[config.mk]
export PLATFORM = sky130hd
export DESIGN_NAME = rv_hex_periph
export DESIGN_NICKNAME = d
export VERILOG_FILES = /design/src/rtl/rv_pkg.sv /design/src/rtl/rv_hex7seg.sv /design/src/rtl/rv_hex_periph.sv
export SDC_FILE = /design/constraint.sdc
export NUM_CORES = 1
export LEC_CHECK = 0
export CAP_MARGIN = 20
export CELL_PAD_IN_SITES_DETAIL_PLACEMENT = 1
export CELL_PAD_IN_SITES_GLOBAL_PLACEMENT = 1
export CORE_MARGIN = 10
export CORE_UTILIZATION = 35
export CTS_CLUSTER_DIAMETER = 200
export DETAILED_ROUTE_END_ITERATION = 10
export GPL_TIMING_DRIVEN = 0
export HOLD_SLACK_MARGIN = 0.06
export MAX_ROUTING_LAYER = met4
export PLACE_DENSITY_LB_ADDON = 0.1
export SYNTH_ARGS = -nofsm -noshare
export SYNTH_HDL_FRONTEND = slang
export SYNTH_SLANG_ARGS = --single-unit
[constraint.sdc]
create_clock -name clk_i -period 3.2 [get_ports clk_i]
set_input_delay 0.64 -clock clk_i [delete_from_list [all_inputs] [get_ports clk_i]]
set_output_delay 0.64 -clock clk_i [all_outputs]
set_load 0.03 [all_outputs]
[src/rtl/rv_pkg.sv]
// rv_pkg: shared core constants and types, including the hex display peripheral map.
package rv_pkg;
  localparam logic [31:0] ADDRESS_PER = 32'h8000_0000;
  localparam logic [31:0] ADDRESS_HEX = 32'h8000_0004;
  localparam int HEX_CTRL_EN_BIT = 0;
  localparam int HEX_BLANK_LSB = 8;
  localparam int HEX_SCAN_DIV = 50000;
  typedef logic [6:0] seg7_t;
  typedef enum logic {BUS_IDLE, BUS_ACK} bus_state_e;
endpackage

[src/rtl/rv_hex7seg.sv]
// rv_hex7seg: nibble to active-low gfedcba 7-segment pattern.
module rv_hex7seg
  import rv_pkg::*;
(
  input  logic [3:0] nib_i,
  output seg7_t      seg_o
);
  always_comb begin
    case (nib_i)
      4'h0: seg_o = 7'h40;
      4'h1: seg_o = 7'h79;
      4'h2: seg_o = 7'h24;
      4'h3: seg_o = 7'h30;
      4'h4: seg_o = 7'h19;
      4'h5: seg_o = 7'h12;
      4'h6: seg_o = 7'h02;
      4'h7: seg_o = 7'h78;
      4'h8: seg_o = 7'h00;
      4'h9: seg_o = 7'h10;
      4'hA: seg_o = 7'h08;
      4'hB: seg_o = 7'h03;
      4'hC: seg_o = 7'h46;
      4'hD: seg_o = 7'h21;
      4'hE: seg_o = 7'h06;
      default: seg_o = 7'h0E;
    endcase
  end
endmodule

[src/rtl/rv_hex_periph.sv]
// rv_hex_periph: bus slave with CTRL/HEX registers driving a scanned 8-digit 7-segment display.
module rv_hex_periph
  import rv_pkg::*;
#(
  parameter int SCAN_DIV = HEX_SCAN_DIV,
  parameter int DIGITS = 8
)(
  input  logic              clk_i,
  input  logic              rst_i,
  input  logic              req_i,
  input  logic              we_i,
  input  logic [31:0]       addr_i,
  input  logic [3:0]        be_i,
  input  logic [31:0]       wdata_i,
  output logic              ack_o,
  output logic [31:0]       rdata_o,
  output logic [6:0]        hex_seg_o,
  output logic [DIGITS-1:0] hex_an_o
);
  localparam int PW = $clog2(SCAN_DIV);
  localparam int DW = $clog2(DIGITS);
  bus_state_e state_q, state_d;
  logic en_q, en_d;
  logic [7:0] blank_q, blank_d;
  logic [31:0] hex_q, hex_d, rdata_q, rdata_d, ctrl_r;
  logic [PW-1:0] pre_q, pre_d;
  logic [DW-1:0] dig_q, dig_d;
  logic [DIGITS-1:0] an_q, an_d;
  seg7_t seg_q, seg_d, seg_dec;
  logic acc, sel_ctrl, sel_hex, wrap;
  rv_hex7seg u_dec (.nib_i(hex_q[{dig_q, 2'b00} +: 4]), .seg_o(seg_dec));
  always_comb begin
    acc = req_i && state_q == BUS_IDLE;
    state_d = acc ? BUS_ACK : BUS_IDLE;
    sel_ctrl = addr_i == ADDRESS_PER;
    sel_hex = addr_i == ADDRESS_HEX;
    ctrl_r = '0;
    ctrl_r[HEX_CTRL_EN_BIT] = en_q;
    ctrl_r[HEX_BLANK_LSB +: 8] = blank_q;
    // read data carries the pre-write value, so it is sampled from the current registers
    rdata_d = (acc && !we_i) ? (sel_ctrl ? ctrl_r : sel_hex ? hex_q : '0) : '0;
    en_d = en_q;
    blank_d = blank_q;
    hex_d = hex_q;
    if (acc && we_i && sel_ctrl) begin
      if (be_i[HEX_CTRL_EN_BIT / 8]) en_d = wdata_i[HEX_CTRL_EN_BIT];
      if (be_i[HEX_BLANK_LSB / 8]) blank_d = wdata_i[HEX_BLANK_LSB +: 8];
    end
    for (int i = 0; i < 4; i++)
      if (acc && we_i && sel_hex && be_i[i]) hex_d[8*i +: 8] = wdata_i[8*i +: 8];
    wrap = pre_q == PW'(SCAN_DIV - 1);
    pre_d = (en_q && !wrap) ? pre_q + PW'(1) : '0;
    dig_d = en_q ? dig_q + DW'(wrap) : '0;
    an_d = (en_q && !blank_q[dig_q]) ? ~(DIGITS'(1) << dig_q) : '1;
    seg_d = en_q ? seg_dec : 7'h7F;
  end
  always_ff @(posedge clk_i or posedge rst_i) begin
    if (rst_i) begin
      state_q <= BUS_IDLE;
      en_q <= 1'b0;
      blank_q <= '0;
      hex_q <= '0;
      rdata_q <= '0;
      pre_q <= '0;
      dig_q <= '0;
      an_q <= '1;
      seg_q <= 7'h7F;
    end else begin
      state_q <= state_d;
      en_q <= en_d;
      blank_q <= blank_d;
      hex_q <= hex_d;
      rdata_q <= rdata_d;
      pre_q <= pre_d;
      dig_q <= dig_d;
      an_q <= an_d;
      seg_q <= seg_d;
    end
  end
  assign ack_o = state_q == BUS_ACK;
  assign rdata_o = rdata_q;
  assign hex_an_o = an_q;
  assign hex_seg_o = seg_q;
endmodule
* Word-level counts from Yosys, hierarchy flattened *
Memories as Yosys holds them, arrays and structs flattened.
Cells that the tools add are included.

operators by class
  $add $sub $neg = 2
  order comparisons = 1
  equality and inequality tests = 3
  shifts and indexed selects = 2
  muxes and demuxes = 10
  bitwise logic cells = 2
  reduce and logical (&&, ||, !) cells = 16

operators with widths
  cell                   number
  $mux 32                3
  $eq 32x32->1 const B   2
  $shiftx 32x6->4        1
  $add 16x1->16 const B  1
  $eq 16x16->1 const B   1
  $mux 16                1
  $logic_and 1x1->1      11
  $mux 8                 1
  $not 8->8              1
  $shl 1x3->8 const A    1
  $mux 7                 1
  $lt 3x4->1 const B     1
  $reduce_and 2->1       2
  $add 3x1->3            1
  $bmux 1 s3             1
  $logic_not 1->1        3
  $mux 3                 1
  $mux 1                 2
  $not 1->1              1

word-level totals
  register bits = 108
  bits in read-only memories = 112
  memories = 1

memories
  memory            words  width  read ports  clocked after memory_dff  wr ports  RTL line         text
  (name not given)  16     7      1           0                         0         rv_hex7seg.sv:9  case (nib_i)

* Depth between registers and ports, before layout *
  depth after elaboration = 5
  mapped depth = 10
  mapped depth without buffers = 8

* Hierarchy *
From an unflattened synthesis, not the netlist that was laid out.

second synthesis, totals
  cell total of the unflattened synthesis = 369
  area, all modules = 4904.7 sq um

by module, submodules not included
  module         instances  cells an instance  area an instance (sq um)
  rv_hex_periph  1          337                4629.4
  rv_hex7seg     1          32                 275.3

* Least setup slack after synthesis *
Ideal clock, no wire load.

  path kind = reg2reg
  from = reg dig_q[0]
  to = reg seg_q[3] (netlist: hex_seg_o[3])
  arrival time = 2.224 ns
  path slack = 0.898 ns
  cell stages (with the launch flop) = 8
  path buffers = 1
  period minus slack after synthesis = 2.302 ns
  cell sequence = dfrtp_1 > buf_2 > mux4_2 > mux2i_1 > ha_1 > a2111oi_0 > a2111oi_0 > a31oi_1

between the ends
  longest elaborated chain between the ends = 3

ends and longest elaborated chain
  what                      RTL line             text
  start: declaration        rv_hex_periph.sv:27  logic [DW-1:0] dig_q, dig_d;
  start signal: assignment  rv_hex_periph.sv:75  dig_q <= dig_d;
  $shiftx 32x6->4           rv_hex_periph.sv:31  rv_hex7seg u_dec (.nib_i(hex_q[{dig_q, 2'b00} +: 4]), .seg_o(seg_dec));
  $mem_v2 16x7              n/a
  $mux 7                    rv_hex_periph.sv:55  seg_d = en_q ? seg_dec : 7'h7F;
  named net seg_d[3]        rv_hex_periph.sv:29  seg7_t seg_q, seg_d, seg_dec;
  end signal: assignment    rv_hex_periph.sv:77  seg_q <= seg_d;
  end: declaration          rv_hex_periph.sv:29

The timed path passes the listed nets, and every way through them passes these cells.
A chain may end at the register's enable or synchronous reset.

* Worst setup path in the final report *
Same ends and word-level chain as after synthesis.

==> summary.md <==
| Metric | Value |
|---|---|
| Status | completed |
| Initial Util | 35.49% |
| Vias in the first global route | around 3,900 |
| Post-Syn Area | around 0.0047 sq mm |
| Crit path cell chain | buf_2 -> mux4_2 -> mux2i_2 -> ha_1 -> a2111oi_0 -> a2111oi_0 -> a31oi_1 |
| Total track usage | between 10% and 20% |
| CTS tree | built |
| CP startpoint kind | flop |
| Core Region | 0.01319 sq mm |
| Vias per cell | 4.947 |
| Crit-path max cell delay | 0.59 ns |
| Max Clock Freq | 0.3427 GHz |
| Avg Cell Area, Syn | roughly 13 sq um |
| Hold Buf Count CTS | 0 |
| Final #Nets | 582 |
| DRC Markers | 0 |
| Max_slew headroom | 47.15% |
| M1 GR Usage | 18.02% |
| Worst Reg-to-Reg Cells | 7 |
| Area grow syn2layout | 37.69% |
| CP startpoint | dig_q[0]$_DFF_PP0_ |
| Reg-to-Reg Start | dig_q[0]$_DFF_PP0_ |
| Largest net degree at the start of global routing | 41 |
| Hold crit path type | reg -> reg |
| Clock Latency Late Sink | 0.36 ns |
| RePlAce Congestion | ~0.81 |
| GRT overflow | 0 |
| Post-DP HPWL | 10,060 um |
| Peak VDD IR | 257.7 uV |
| CP arrival | 3.19 ns |
| Register area share after synthesis | 58.14% |
| Syn_nets | roughly 450 |
| Slew @ Worst Pin | slightly below 0.8 ns |
| Top delay family on crit path | multiplexers |
| N_diodes | 0 |
| Post-synth cell types | 47 |
| Final Hold Vio Count | 0 |
| Sequential cell area | 0.002721 sq mm |
| Largest fanout on the critical path | 10 |
| Cell Rows | between 40 and 50 |
| Hold WS | 0.4542 ns |
| Root buffer cell | clkbuf_16 |
| Critical path class | reg -> reg |
| FF-to-FF setup slack | 0.28 ns |
| Most frequent cells in the layout | clkdlybuf4s50_1, dfrtp_1, mux2_2 |
| Pre-Repair DR Iteration Count | 4 |
| Post-DRT Antenna Nets | 0 |
| Post-Place Setup Slack | -0.09065 ns |
| Tcrit/Tclk final | between 90 and 100% |
| Ys Warns | 0 |
| Leakage power | approximately 2.8 nW |
| Commonest non-fill, non-tap cell in the layout | clkdlybuf4s50_1 |
| WL/cell | just under 20 um |
| Most used cell, CP | a2111oi_0 |
| Footprint of the multi-input gates | between 0.0015 and 0.002 sq mm |
| Grt peak-use layer | met2 |
| GR Util met3 | 4.822% |
| # clock sinks | around 110 |
| Met2 global-route usage | 24.70% |
| Die ar. | 0.01840 sq mm |
| H-tree depth | 3 |
| FF-to-FF End | hex_seg_o[3]$_DFF_PP1_ |
| Drt initial violations | between 150 and 200 |
| TritonCTS buffer count | 9 |
| Buffers plus inverters on the worst setup path | 1 |
| Initial antenna violation count | 0 |
| Clock-pin slew on the worst setup and hold paths | 0.08 ns |
| RSZ-0062 raised after global routing | no |
| Die Y | roughly 140 um |
| Clock Skews | 0.01151 ns |
| First-pass GRT wire length | 21,220 um |
| Slowest cell on crit path | mux4_2 |
| Power Dens Cells | 409.3 mW/mm^2 |
| Worst Setup EP | hex_seg_o[3]$_DFF_PP1_ |
| Critical path capture point type | flop |
| Via count | 3,379 |
| #FFs+latches synth | 108 |
| CP required | approximately 3.5 ns |
| WP depth | 7 |
| Final Max Tran Viols | 0 |
| Fin crit period | 2.918 ns |
| Layout cells sized above 1 | about a fifth |
| Fillers | 1,375 |
| WL final | between 10,000 and 15,000 um |
| Final WS setup | between 0.2 and 0.3 ns |
| Port bufs | 119 |
| CTS max path bufs | 2 |
| Post-Syn Instances | 369 |
| Final Setup Violations | 0 |
| DIE WIDTH | 135.6 um |
| Top Ports | 120 |
| Max-Cap Viols | 0 |
cell type report:
type | count | share of cell area, %
Buffer | 15 | 1.320
Clock buffer | 9 | 3.494
Clock inverter | 7 | 1.165
Inverter | 11 | 0.6989
Multi-Input combinational cell | 235 | 28.50
Sequential cell | 108 | 42.22
Tap cell | 176 | 3.417
Timing Repair Buffer | 122 | 19.18
synthesized netlist by cell type, drive strengths merged:
cell     number  area [sq um]
dfrtp        93          2327
clkinv        1         3.750
mux4          2         45.04
a2111oi       2         17.52
nand4b        1         8.760
mux2         42         473.0
a22oi         9         67.56
clkbuf        6         22.52
and4b         1         10.01
or3           3         18.77
o221a         1         11.26
xor2          7         61.31
inv          10         37.54
a21oi         2         10.01
a211o         1         8.760
a31oi         2         12.51
nor4b         2         17.52
a32o          1         10.01
a221o         2         20.02
nor3b         1         7.510
nor3          8         51.30
xnor2         9         78.83
nand2b        3         18.77
nor2         30         112.6
dfstp        15         394.1
o21ai         1         5.000
and2         27         168.9
nor2b         1         6.260
buf           9         62.55
nand2         9         33.78
o211ai        1         7.510
nand3        15         102.6
ha            8         100.1
mux2i        14         140.1
nand4         4         25.02
or4           3         22.52
a311oi        1         8.760
and3          6         37.54
o221ai        3         26.28
or4b          1         10.01
a2bb2oi       1         8.760
nor4         11         68.82
routing by layer:
metal  vias to the layer above  share of wire (%)
met5                         -                  0
met4                         0                1.2
met3                        11                5.9
met2                        88                 49
met1                      1705                 44
li1                       1575                  -
metrics by stage:
step	TNS, ns	power, mW	instance area [sq um]	util [%]	instances
finish	0	2.638	6445	48.86	683
global route	0	2.741	6445	48.86	683
CTS	0	2.681	6436	48.80	682
detailed placement	-1.427	1.535	6136	46.52	666
global placement	-0.9832	1.526	6096	46.22	664
floorplan	0	1.422	4684	-	369
registers in the layout, indices dropped and copies added, names as in the netlist:
signal     count
pre_q         16
ack_o          1
hex_q         32
rdata_o       32
hex_an_o       8
hex_seg_o      7
dig_q          3
en_q           1
blank_q        8
power by group:
group | switching, mW | internal, mW | leakage [nW]
Sequential | 0.000436 | 1.37 | 1.46
Clock | 0.521 | 0.612 | 0.144
Combinational | 0.0526 | 0.0857 | 1.21
Total | 0.574 | 2.06 | 2.81
logic make-up after synthesis:
group / after synthesis / share of synthesized area [%]
flip-flops: 108 / 58.14
multiplexers: 58 / 14.06
XOR/XNOR: 16 / 2.994
buffers and inverters: 26 / 2.700
adder cells (fa/ha/maj): 8 / 2.139
AO/OA/AOI/OAI: 27 / 4.571
AND/OR/NAND/NOR: 126 / 15.40
timing repair:
action,CTS,global route
resized for setup,0,1
setup endpoints to repair,0,1
buffers inserted,0,0
how the worst min path moves through the flow:
stage	slack, ns	from	end	cells after the start
final	0.45	ack_o$_DFF_PP0_	ack_o$_DFF_PP0_	1
after global routing	0.50	pre_q[0]$_DFF_PP0_	pre_q[0]$_DFF_PP0_	1
after detailed placement	0.45	ack_o$_DFF_PP0_	ack_o$_DFF_PP0_	1
after global placement	0.45	pre_q[0]$_DFF_PP0_	pre_q[0]$_DFF_PP0_	1
after CTS	0.46	ack_o$_DFF_PP0_	ack_o$_DFF_PP0_	1
after floorplan	0.43	pre_q[0]$_DFF_PP0_	pre_q[0]$_DFF_PP0_	1
(Power assumes the default switching activity.)
